===== src/rtl/mux_8x1_rr_if.sv =====
// -----------------------------------------------------------------------------
// mux_8x1_rr_if
// Bundle of the eight input channel streams and the single merged output
// stream of the 8-to-1 round-robin multiplexer.
//
//   in_valid  [7:0]          per-channel beat valid (bit i = channel i)
//   in_data   [8*DATA_W-1:0] channel i at [i*DATA_W +: DATA_W]
//   in_last   [7:0]          per-channel end-of-packet, qualified by in_valid
//   in_ready  [7:0]          per-channel accept, one-hot or zero
//   out_valid                output register holds a beat
//   out_ready                downstream accept
//   out_data  [DATA_W-1:0]   registered beat data
//   out_sel   [2:0]          source channel of the held beat
//   out_last                 end-of-packet flag of the held beat
//
// Modports: slave = the multiplexer, master = whatever drives the channels
// and consumes the merged stream.
// -----------------------------------------------------------------------------
interface mux_8x1_rr_if #(
    parameter int DATA_W = 8
);
    logic [7:0]          in_valid;
    logic [8*DATA_W-1:0] in_data;
    logic [7:0]          in_last;
    logic [7:0]          in_ready;
    logic                out_valid;
    logic                out_ready;
    logic [DATA_W-1:0]   out_data;
    logic [2:0]          out_sel;
    logic                out_last;

    modport master (
        output in_valid, in_data, in_last, out_ready,
        input  in_ready, out_valid, out_data, out_sel, out_last
    );

    modport slave (
        input  in_valid, in_data, in_last, out_ready,
        output in_ready, out_valid, out_data, out_sel, out_last
    );
endinterface


===== src/rtl/mux_8x1_rr.sv =====
// -----------------------------------------------------------------------------
// mux_8x1_rr
// Registered 8-to-1 round-robin multiplexer. Merges up to eight valid/ready
// channel streams into one output stream; every output beat is tagged with
// its source channel (out_sel). Multi-beat packets framed by in_last are
// never interleaved: once a channel starts a packet it owns the output until
// its last beat.
//
// Ports:
//   clk    rising-edge clock
//   rst_n  synchronous active-low reset
//   bus    mux_8x1_rr_if.slave (channel inputs, merged output)
// -----------------------------------------------------------------------------
module mux_8x1_rr #(
    parameter int DATA_W = 8
) (
    input  logic              clk,
    input  logic              rst_n,
    mux_8x1_rr_if.slave       bus
);

    typedef enum logic {
        ARB,
        LOCKED
    } state_t;

    state_t state, state_nxt;

    logic [2:0]        ptr, ptr_nxt;
    logic [2:0]        lock_ch, lock_ch_nxt;

    logic              out_valid_q;
    logic [DATA_W-1:0] out_data_q;
    logic [2:0]        out_sel_q;
    logic              out_last_q;

    logic              slot_free;
    logic [2:0]        grant;
    logic              grant_vld;
    logic [2:0]        sel_ch;
    logic              sel_vld;
    logic              xfer;
    logic [DATA_W-1:0] sel_data;

    assign slot_free = ~out_valid_q | bus.out_ready;

    // Round-robin scan starting at ptr; the first valid channel wins.
    // NOTE: every variable written in a combinational block gets a default
    // first, otherwise paths that skip an assignment infer a latch.
    always_comb begin
        logic [2:0] idx;
        grant     = ptr;
        grant_vld = 1'b0;
        idx       = ptr;
        for (int k = 0; k < 8; k++) begin
            idx = ptr + 3'(k);
            if (!grant_vld && bus.in_valid[idx]) begin
                grant     = idx;
                grant_vld = 1'b1;
            end
        end
    end

    // While locked the owning channel is the only candidate, even when idle.
    assign sel_ch  = (state == LOCKED) ? lock_ch : grant;
    assign sel_vld = (state == LOCKED) ? 1'b1    : grant_vld;
    assign xfer    = rst_n & slot_free & sel_vld & bus.in_valid[sel_ch];

    always_comb begin
        sel_data = '0;
        for (int i = 0; i < 8; i++) begin
            if (sel_ch == 3'(i)) begin
                sel_data = bus.in_data[i*DATA_W +: DATA_W];
            end
        end
    end

    // Next-state logic: a last beat releases the output and moves the
    // pointer past the winner; a non-last beat locks onto its channel.
    always_comb begin
        state_nxt   = state;
        ptr_nxt     = ptr;
        lock_ch_nxt = lock_ch;
        if (xfer) begin
            if (bus.in_last[sel_ch]) begin
                ptr_nxt   = sel_ch + 3'd1;
                state_nxt = ARB;
            end else begin
                lock_ch_nxt = sel_ch;
                state_nxt   = LOCKED;
            end
        end
    end

    // Output decode: in_ready depends only on rst_n, out_ready, state, ptr
    // and in_valid, never on in_data or in_last.
    always_comb begin
        bus.in_ready = '0;
        if (rst_n && sel_vld && slot_free) begin
            bus.in_ready[sel_ch] = 1'b1;
        end
    end

    // State and output register. Reset is sampled on the clock edge only, so
    // a reset mid-packet simply discards the held beat and the lock.
    // NOTE: sequential state uses non-blocking assignments so every register
    // samples the pre-edge values of its neighbours.
    always_ff @(posedge clk) begin
        if (!rst_n) begin
            state       <= ARB;
            ptr         <= '0;
            lock_ch     <= '0;
            out_valid_q <= 1'b0;
            out_data_q  <= '0;
            out_sel_q   <= '0;
            out_last_q  <= 1'b0;
        end else begin
            state   <= state_nxt;
            ptr     <= ptr_nxt;
            lock_ch <= lock_ch_nxt;
            if (xfer) begin
                // Drain and reload in the same cycle: no bubble.
                out_valid_q <= 1'b1;
                out_data_q  <= sel_data;
                out_sel_q   <= sel_ch;
                out_last_q  <= bus.in_last[sel_ch];
            end else if (bus.out_ready) begin
                out_valid_q <= 1'b0;
            end
        end
    end

    assign bus.out_valid = out_valid_q;
    assign bus.out_data  = out_data_q;
    assign bus.out_sel   = out_sel_q;
    assign bus.out_last  = out_last_q;

endmodule


===== src/flat_wrapper.sv =====
// flat-port wrapper written by rule: the top's interface ports become plain ports
module mux_8x1_rr_flat 
#(
    parameter int DATA_W = 8
)
  (clk, rst_n, bus_in_valid, bus_in_data, bus_in_last, bus_out_ready, bus_in_ready, bus_out_valid, bus_out_data, bus_out_sel, bus_out_last);
  mux_8x1_rr_if #(.DATA_W(DATA_W)) bus_i ();
  input  logic clk;
  input  logic rst_n;
  input wire logic [$bits(bus_i.in_valid)-1:0] bus_in_valid;
  input wire logic [$bits(bus_i.in_data)-1:0] bus_in_data;
  input wire logic [$bits(bus_i.in_last)-1:0] bus_in_last;
  input wire logic [$bits(bus_i.out_ready)-1:0] bus_out_ready;
  output wire logic [$bits(bus_i.in_ready)-1:0] bus_in_ready;
  output wire logic [$bits(bus_i.out_valid)-1:0] bus_out_valid;
  output wire logic [$bits(bus_i.out_data)-1:0] bus_out_data;
  output wire logic [$bits(bus_i.out_sel)-1:0] bus_out_sel;
  output wire logic [$bits(bus_i.out_last)-1:0] bus_out_last;
  assign bus_i.in_valid = bus_in_valid;
  assign bus_i.in_data = bus_in_data;
  assign bus_i.in_last = bus_in_last;
  assign bus_i.out_ready = bus_out_ready;
  assign bus_in_ready = bus_i.in_ready;
  assign bus_out_valid = bus_i.out_valid;
  assign bus_out_data = bus_i.out_data;
  assign bus_out_sel = bus_i.out_sel;
  assign bus_out_last = bus_i.out_last;
  mux_8x1_rr #(.DATA_W(DATA_W)) u_core (.clk(clk), .rst_n(rst_n), .bus(bus_i));
endmodule

===== config.mk =====
export PLATFORM = sky130hd
export DESIGN_NAME = mux_8x1_rr_flat
export DESIGN_NICKNAME = d
export VERILOG_FILES = /design/src/rtl/mux_8x1_rr_if.sv /design/src/rtl/mux_8x1_rr.sv /design/src/flat_wrapper.sv
export SDC_FILE = /design/constraint.sdc
export NUM_CORES = 1
export LEC_CHECK = 0
export CELL_PAD_IN_SITES_DETAIL_PLACEMENT = 0
export CELL_PAD_IN_SITES_GLOBAL_PLACEMENT = 1
export CORE_ASPECT_RATIO = 1.2
export CORE_MARGIN = 5
export CORE_UTILIZATION = 30
export DETAILED_ROUTE_END_ITERATION = 12
export PLACE_DENSITY = 0.75
export SLEW_MARGIN = 20
export SYNTH_ARGS = -nofsm -noshare
export SYNTH_HDL_FRONTEND = slang
export SYNTH_SLANG_ARGS = --single-unit

===== constraint.sdc =====
create_clock -name clk -period 4.9 [get_ports clk]
set_input_delay 0.98 -clock clk [delete_from_list [all_inputs] [get_ports clk]]
set_output_delay 0.98 -clock clk [all_outputs]
set_load 0.02 [all_outputs]

# Word level (Yosys, flattened, before mapping)
# Index checks and enable logic that the tools add are counted.
totals:
  n_memories: 0
  mem_bits_ro: 0
  latch_bits: 0
  ram_bits: 0
  wordCells: 110
  reg_bits: 20
op_classes:
  magnitude_cmp: 10
  mux: 51
  div: 0
  addsub: 8
  n_bitwise: 6
  n_eq_ne: 7
  n_shift: 0
  reduce_logical: 21
  mul: 0
ops:
  columns: ["cell", "n"]
  rows:
  - ["$mux W8", 9]
  - ["$lt A3 B4 Y1 const B", 9]
  - ["$bmux W1 S3", 10]
  - ["$mux W3", 8]
  - ["$mux W1", 23]
  - ["$add A3 B3 Y3 const B", 4]
  - ["$eq A3 B3 Y1 const B", 4]
  - ["$logic_and A1 B1 Y1", 10]
  - ["$logic_not A1 Y1", 7]
  - ["$add A3 B1 Y3 const B", 2]
  - ["$add A3 B2 Y3 const B", 2]
  - ["$eq A3 B2 Y1 const B", 2]
  - ["$reduce_and A2 Y1", 2]
  - ["$and A1 B1 Y1", 3]
  - ["$demux W1 S3", 1]
  - ["$eq A3 B1 Y1 const B", 1]
  - ["$ge A3 B1 Y1 const B", 1]
  - ["$logic_not A3 Y1", 1]
  - ["$not A1 Y1", 2]
  - ["$reduce_bool A2 Y1", 1]
  - ["$or A1 B1 Y1", 1]

# Logic depth before layout (Yosys ltp)
# Gate-level depths: netlist of run 1.
logic_depth:
  word_depth: 34
  mapped_depth: 26
  depth_no_buf: 18

# Least setup slack after synthesis of run 1
# No wires, ideal clock.
synth_timing:
  path_type: "register to output"
  startpoint: "register u_core.ptr[1]"
  endpoint: "output port bus_in_ready[7]"
  t_arrival_ns: 4.244
  stages_incl_launch_ff: 17
  t_required_ns: 3.920
  slack_ns: -0.324
  path_buffers: 5
  cell_sequence: "dfxtp_1 -> buf_2 -> buf_1 -> inv_1 -> ha_1 -> buf_6 -> mux4_2 -> mux2i_2 -> a22oi_2 -> or3_4 -> or2_4 -> a41o_1 -> buf_4 -> inv_1 -> clkbuf_1 -> nand2_1 -> nor3_1"
synth_between:
  elab_chain_len: 30
  word_cells_on_any_way: 62
synth_lines:
  columns: ["element", "line_no", "rtl"]
  rows:
  - ["start, declared", "mux_8x1_rr.sv:29", "logic [2:0] ptr, ptr_nxt;"]
  - ["start signal, assigned", "mux_8x1_rr.sv:119", "ptr <= ptr_nxt;"]
  - ["parallel branches: the longest is 29 deep, another holds $add A3 B1 Y3", null, null]
  - ["$mux W8 *", "mux_8x1_rr.sv:99", "if (rst_n && sel_vld && slot_free) begin"]
  - ["end, declared", "flat_wrapper.sv:14", "output wire logic [$bits(bus_i.in_ready)-1:0] bus_in_ready;"]
# Every way passes the cells marked *. The select of a mux whose other input is x is not followed.

# Worst setup path after layout of run 1
layout_timing:
  startpoint: "input port bus_in_valid[6]"
  endpoint: "output port bus_in_ready[2]"
layout_between:
  elab_chain_len: 30
  word_cells_on_any_way: 55
layout_lines:
  columns: ["element", "line_no", "rtl"]
  rows:
  - ["start, declared", "flat_wrapper.sv:10", "input wire logic [$bits(bus_i.in_valid)-1:0] bus_in_valid;"]
  - ["$bmux W1 S3", "mux_8x1_rr.sv:57", "if (!grant_vld && bus.in_valid[idx]) begin"]
  - ["$mux W1 (not written as such)", "mux_8x1_rr.sv:57", null]
  - ["$mux W1", "mux_8x1_rr.sv:57", null]
  - ["$logic_not A1 Y1", "mux_8x1_rr.sv:57", null]
  - ["$logic_and A1 B1 Y1", "mux_8x1_rr.sv:57", null]
  - ["$mux W1", "mux_8x1_rr.sv:57", null]
  - ["$logic_not A1 Y1", "mux_8x1_rr.sv:57", null]
  - ["$logic_and A1 B1 Y1", "mux_8x1_rr.sv:57", null]
  - ["[... 14 more ...]", null, null]
  - ["$logic_and A1 B1 Y1", "mux_8x1_rr.sv:57", null]
  - ["$mux W3", "mux_8x1_rr.sv:57", null]
  - ["$mux W3", "mux_8x1_rr.sv:65", "assign sel_ch = (state == LOCKED) ? lock_ch : grant;"]
  - ["$lt A3 B4 Y1 (not written as such) / $ge A3 B1 Y1 (equally long branches)", "mux_8x1_rr.sv:100", "bus.in_ready[sel_ch] = 1'b1;"]
  - ["$logic_and A1 B1 Y1 (not written as such)", "mux_8x1_rr.sv:100", null]
  - ["$mux W1 (not written as such)", "mux_8x1_rr.sv:100", null]
  - ["$demux W1 S3", null, null]
  - ["$mux W8 *", "mux_8x1_rr.sv:99", null]
# Mark *: on every way between the ends. The rest lies on a longest branch, timed or not. The select of a mux whose other input is x is not followed.

==> results.txt, run 1 <==
- Number of antenna diodes: 0
- Power density over the cells: 763 nW/um^2
* Count of endpoints failing hold in the final timing report: 0
- Vertical die dimension: 116 um
- The synthesized netlist devotes about 2.7% of its cell area to adder and majority cells.
- Entering global routing, the biggest net connects 23 pins.
- Min cycle time layout: roughly 4700 ps
* Area share of the largest cell type after synthesis: 14.2%
* Net Count, Synth: approximately 430
* Post-DR wirelength/cell: 18.5 um
* Total power draw: 0.00345 W
- Kind of start point of the critical path: primary input
- Via count: between 3000 and 4000
- Summing every instance area after synthesis gives 2830 um^2.
- Count of boundary I/O pins: 104
- Root Buffer: clkbuf_8
- Number of iterations in the first detailed-routing pass: 5
- The first routing iteration left 153 violations.
* Leading cell types by count after synthesis: nor2_1 (30), a21oi_1 (27), nand2_1 (27), mux2i_1 (22), dfxtp_1 (20)
* Part of the Yosys area used for sequential elements: 14.2%
- Synthesis instantiated 69 different standard cells from the library.
- Clock latency on the worst-skew pair, taken at its later pin, is 250 ps.
* Register bit total from synthesis: 20
- Number of violations of the max-capacitance limit: 0
* Number of CTS-inserted buffers: 3
- Capturing element type of the critical path: output port
- Post-route standard cell area excluding fillers: 4530 um^2
- Vias in the first global route: 3655
* Total grt overflow: 0
- Data arrives at the worst endpoint at 3760 ps.
* Fraction of final layout cells with drive strength greater than 1: 28.5%
* RSZ-0062 raised after global routing: no
- The clock arrives with approximately 0.80 ps of skew.
- By startpoint and endpoint, the worst setup path is classified as in2out.
- The die covers approximately 11000 um^2.
- After detailed routing, the total wire length is 11200 um.
- CTS built an H-tree with a depth of 1.
- Number of buffers on the longest clock path: 2
* Synthesized area per cell: 8.31 um^2
- In this run the tightest slew margin relative to its limit is 60.5%.
- Post-Synth XOR/XNOR Area: under 10%
- The critical path goes through dlygate4sd2_1 > mux4_2 > mux2i_2 > nor2_1 > or3_1 > a21oi_2 > mux2_1 > and2_1 > inv_2 > nand2_1 > nor2_1 > clkdlybuf4s15_2.
- Yosys attributes the largest share of cell area to dfxtp_1 (14%), mux4_2 (11%), mux2i_1 (7.8%).
* FP Rows: 38
- Summing the areas of all compound-gate instances in the mapped netlist gives between 30% and 40% of the synthesized area.
- Dominant synthesized flop cell: dfxtp_1
- nor2_1 is the most common cell in the netlist.
* First-pass GRT wire length: 18200 um
* Static Leak: between 1.5 and 2 nW
* Critical path buffers and inverters: 3
- Run status: finished clean
* Cell type with the largest total area after synthesis: dfxtp_1
* Vias/cell: between 5 and 6
- Static timing analysis puts the maximum clock frequency at between 200 and 250 MHz.
- The initial antenna violation count came to 0.
* Largest driver fanout on the critical path: 8
- Buffers placed on the I/O ports in this run total 103.
- Layout area overhead: 60.1%
- Fraction of synthesis flops using an asynchronous set or reset pin: 0%
* Post-detail-place hpwl: just over 9000 um
- In this run the horizontal extent of the chip is 98.6 um.
* Combinational family with the most area after synthesis: compound AO/OA/AOI/OAI gates
* Final antenna-violating net count: 0
* Global placer's final weighted congestion: 0.900
- Final-stage net count: 579
- Cell seen most often among critical-path stages: nor2_1
- Synthesis handed over a netlist of 340 instances.
- Transition time of the tightest slew-check pin: ~600 ps
* Largest stage delay, worst path: 530 ps
* Clock input transition at the sequential cells of the worst setup and hold paths: around 70 ps
- Setup violations remaining at the end of the flow were counted as 0.
* Dpl cell area: ~4400 um^2
- Yosys synthesis warning count: 0
- In the finished design, the share of the clock period the worst path needs comes to 96.6%.
- Clock tree from TritonCTS: done
- Total GRT Usage: 19.4%
* Clock sink count: 20
- The final-report max-slew violation count came to 0.
- Count of flip-flops with a built-in enable after synthesis: 0
* Post-synthesis share of cell area spent on and, or, nand and nor gates: 17.9%
* Cell with the largest stage delay on the worst path: mux4_2
* Number of DRC violations after detailed routing: 0
* Multiplexer fraction of the synthesized cell area: between 20 and 25%
* Number of buffers inserted to repair setup after CTS: 0
* Placeable core area: ~9100 um^2
- Max rail drop VDD: just under 0.4 mV
- Required arrival time at the worst endpoint: 3920 ps
* Starting density of the core: 31.0%
- Family of cells with the greatest summed delay on the critical path: multiplexers
* Hold/Removal Path Class: reg2reg
[worst register-to-register path: cells and delay by family (launching register included)]
family | cells | cell delay (ps)
AO/OA/AOI/OAI | 5 | 950
adder cells (fa/ha/maj) | 2 | 660
buffers and inverters | 5 | 720
flip-flops | 1 | 330
multiplexers | 1 | 360
AND/OR/NAND/NOR | 5 | 1500
[worst paths after layout]
path	start	endpoint	slack, ps	cells past startpoint
min	u_core.lock_ch[1]$_SDFFE_PN0P_	u_core.lock_ch[1]$_SDFFE_PN0P_	470	2
min reg2reg	u_core.lock_ch[1]$_SDFFE_PN0P_	u_core.lock_ch[1]$_SDFFE_PN0P_	470	2
max	bus_in_valid[6]	bus_in_ready[2]	160	12
max reg2reg	u_core.ptr[1]$_SDFFE_PN0P_	u_core.bus.out_data[4]$_SDFFE_PN0P_	280	18
[power by group]
group	switching (W)	total [W]	internal (W)	leakage, nW
clock network	0.0000535	0.000108	0.0000547	0.0216
logic	0.00161	0.00309	0.00148	1.58
registers	0.0000362	0.000258	0.000221	0.164
[kinds of logic (layout without fill, tap and decap cells)]
logic type	Yosys count	in the layout
AO/OA/AOI/OAI	124	124
AND/OR/NAND/NOR	99	99
multiplexers	45	45
buffers and inverters	42	190
flip-flops	20	20
adder cells (fa/ha/maj)	6	6
XOR/XNOR	4	4
[layout make-up]
class / instances / area, um^2
clock buffer: 3 / 41.3
fill: 899 / 4600
inverter: 10 / 37.5
multi-input combinational: 278 / 2290
sequential: 20 / 400
tap: 120 / 150
timing repair buffer: 177 / 1610
[sequential cells by signal, summed over array words and instances, names as in the netlist]
signal,count
u_core.bus.out_valid,1
u_core.state,1
u_core.lock_ch,3
u_core.bus.out_last,1
u_core.bus.out_data,8
u_core.ptr,3
u_core.bus.out_sel,3
[timing repair]
action / CTS / global route
cloned: 0 / 0
hold buffers: 0 / 0
setup endpoints to repair: 15 / 16
gates resized for setup: 31 / 11
[cell usage in the layout (no fill, tap or decap), types with 5 or more instances in the layout]
| cell type | count |
|---|---|
| o22ai_1 | 19 |
| inv_1 | 5 |
| nand2b_1 | 7 |
| mux2i_1 | 22 |
| dfxtp_1 | 20 |
| dlygate4sd2_1 | 8 |
| o32ai_1 | 5 |
| buf_4 | 71 |
| clkdlybuf4s50_1 | 87 |
| nor2_1 | 25 |
| nor2_2 | 6 |
| nand2_1 | 25 |
| nand3_1 | 5 |
| mux4_2 | 14 |
| a21oi_1 | 27 |
| a32o_1 | 8 |
| a221oi_1 | 15 |
[per-layer routing]
metal	GRT usage (%)	vias up	part of all wire (%)
li1	-	1646	-
met1	20.8	1586	37
met2	35.7	181	49
met3	5.68	34	8.5
met4	8.11	0	4.8
met5	0	-	0
[per-stage QoR]
stage          utilization, %  hold WS [ps]  TNS (ps)  std cells  setup WS [ps]
2_1_floorplan               -           439         0        340           1.71
3_3_place_gp             48.6           441     -4930        605           -417
3_5_place_dp             48.6           453     -5630        605           -457
4_1_cts                  49.3           469         0        608            128
5_1_grt                  49.6           482         0        608           16.0
6_report                 49.6           466         0        608            165
Power figures use the tool's default switching activity.
==> run 2: changes to the inputs <==
- PLACE_DENSITY: 0.75 -> 0.85
==> run 2 against run 1 <==
  * Hold slack gained 2.7 ps
  * Clock skew is 4.1 ps higher
  * Clock power up 52%
  * Largest cell class unchanged
  * Largest power group unchanged
  * Clock-buffer cell count stayed put
  * Critical path type unchanged
  * Non-clock buffer count down 2
  * Die area unchanged
  * Total power fell by 0.55%
  * Worst setup slack worse by 81 ps
==> results.txt, run 2 (same netlist as run 1, synthesis figures left out) <==
- The core area came to 9130 um^2 (unchanged).
- The pre-CTS setup slack was -452 ps (+4.65 ps).
- The final cycle utilization of the critical path was 98.3% (+1.7 points).
- Total GRT Usage: 19.2% (-0.23 points)
- The first-pass iteration count of the detailed router was 5 (unchanged).
- The maximum number of pins on one net before global-route repair is 23 (unchanged).
* Number of antenna diodes: 0 (unchanged)
- Power density over the cells: 756 nW/um^2 (-0.96%)
* Multi-input gate area in the final layout: 2320 um^2 (+1.6%)
* Post-DR wirelength/cell: 18.4 um (about the same)
- Setup repair after global routing could not meet its margin everywhere.
- Capturing element type of the critical path: output port
* Number of design-rule violations left by the first detailed-router iteration: 157 (+2.6%)
- Via count: 3455 (+0.23%)
- The overall power consumption came to 0.00343 W (-0.55%).
- Transition time of the tightest slew-check pin: 546 ps (-37.0 ps)
- The share of the core filled with cells in the final layout was 49.8% (+0.21 points).
* Count of H-tree levels built during CTS: 1 (unchanged)
* Number of violations of the max-capacitance limit: 0 (unchanged)
- Setup Viol. Count Final: 0 (unchanged)
* Hold/Removal Path Class: reg2reg
- Fill cells: 865 (-3.8%)
- Number of buffers on the longest clock path: 2 (unchanged)
* Die Wd: 98.6 um (unchanged)
- The remaining design rule violation count was 0 (unchanged).
- Vias in the first global route: 3612 (-1.2%)
- The final worst-path setup slack came to 83.2 ps (-81.4 ps).
- From synthesis to final layout, the design area changed by 60.8%.
- The fraction of layout cells with a size suffix above 1 is 30.0% (+1.5 points).
- Static Leak: 1.80 nW (+1.6%)
* FP Rows: 38 (unchanged)
- Number of CTS-inserted buffers: 3 (unchanged)
- The worst-case clock skew came to 4.88 ps (+4.08 ps).
* Kind of start point of the critical path: primary input
- The full die area was 11500 um^2 (unchanged).
- The top-level port count came to 104 (unchanged).
* Quantity of I/O buffers inserted on ports: 103 (unchanged)
* Global placer's final weighted congestion: 1.01 (+13%)
- In the layout the commonest cells are clkdlybuf4s50_1 (88), buf_4 (71), a21oi_1 (26), nor2_1 (23), nand2_1 (23).
- Flip-flop count of the largest register, all copies and words added: 8 (unchanged)
* Starting density of the core: 31.0% (unchanged)
- Critical path class: in2out
- Critical path arrival: 3840 ps (+80 ps)
* Run status: finished clean
* Clock input transition at the sequential cells of the worst setup and hold paths: 80 ps (about the same)
- Max-slew violation count: 0 (unchanged)
- Slew headroom: 63.6% (+3.1 points)
- TritonCTS built the clock tree.
- The die extent in y came to 116 um (unchanged).
- Clock sink count: 20 (unchanged)
- Vias/cell: 5.69 (+0.40%)
- The net count of the finished layout was 577 (-0.35%).
* Required arrival time at the worst endpoint: 3920 ps (about the same)
* Hold-fix buffers at CTS: 0 (unchanged)
- The overall routed net length is 11200 um (-0.25%).
- The post-layout minimum cycle time is 4820 ps (+81.4 ps).
- The antenna violation net count after detailed routing was 0 (unchanged).
- The half-perimeter wire length after detailed placement was 9090 um (-2.3%).
* Max Clk Rate: 208 MHz (-1.7%)
- The total global routing overflow is 0 (unchanged).
* Clock network latency to the later pin of the worst-skew pair: 250 ps (about the same)
* Root Buffer: clkbuf_8
- The initial antenna violation count is 0 (unchanged).
- Max rail drop VDD: 0.455 mV (+16%)
* Reg area: 400 um^2 (unchanged)
* Largest driver fanout on the critical path: 9 (+1)
- The library cell used most frequently in the layout, excluding fill and tap cells, is clkdlybuf4s50_1.
* Count of endpoints failing hold in the final timing report: 0 (unchanged)
- First-pass GRT wire length: 18100 um (-0.72%)
[run 2: where the power goes]
group	internal, W	switching (W)	leakage, nW	total [W]
Sequential	0.000221	0.0000371	0.164	0.000259
Combinational	0.00140	0.00161	1.60	0.00301
Clock	0.000109	0.0000547	0.0357	0.000164
[run 2: through the flow]
step | std cells | cell area, um^2 | setup TNS (ps) | hold WS, ps
finish | 607 | 4540 | 0 | 469
global route | 607 | 4540 | -23.9 | 497
CTS | 605 | 4470 | 0 | 472
detailed placement | 599 | 4370 | -4940 | 462
global placement | 599 | 4370 | -4300 | 447
floorplan | 340 | 2850 | 0 | 439
[run 2: per-layer routing]
| metal | part of all wire [%] | track usage [%] |
|---|---|---|
| met2 | 51 | 35.9 |
| met5 | 0 | 0 |
| met4 | 3.0 | 6.01 |
| met1 | 37 | 21.2 |
| met3 | 8.4 | 5.02 |
[run 2: critical path, stage by stage]
cell and delay, ps:
clkdlybuf4s50_1 460, buf_4 190, mux4_2 520, nor2_4 120, a22oi_2 70, or3_4 370, or2_4 280, o21a_1 180
and2_1 180, inv_2 110, nand2_1 90, nor2_1 110, buf_2 170
[run 2: worst paths after layout]
kind | start | to | slack (ps) | cells after the start
hold reg to reg | u_core.lock_ch[1]$_SDFFE_PN0P_ | u_core.lock_ch[1]$_SDFFE_PN0P_ | 470 | 2
setup / recovery | bus_in_valid[1] | bus_in_ready[2] | 80 | 13
setup reg to reg | u_core.ptr[0]$_SDFFE_PN0P_ | u_core.bus.out_data[5]$_SDFFE_PN0P_ | 260 | 17
hold / removal | u_core.lock_ch[1]$_SDFFE_PN0P_ | u_core.lock_ch[1]$_SDFFE_PN0P_ | 470 | 2
[run 2: layout make-up]
class	count	share of cell area, %
Clock inverter	1	0.661
Clock buffer	3	0.909
Multi-Input combinational cell	278	51.2
Tap cell	120	3.30
Timing Repair Buffer	175	34.3
Inverter	10	0.881
Sequential cell	20	8.81
[run 2: what timing repair did]
action / CTS / global route
pin swaps: 1 / 2
hold endpoints to repair: 0 / 0
setup buffers: 2 / 2
setup endpoints to repair: 8 / 17
resized for setup: 41 / 22
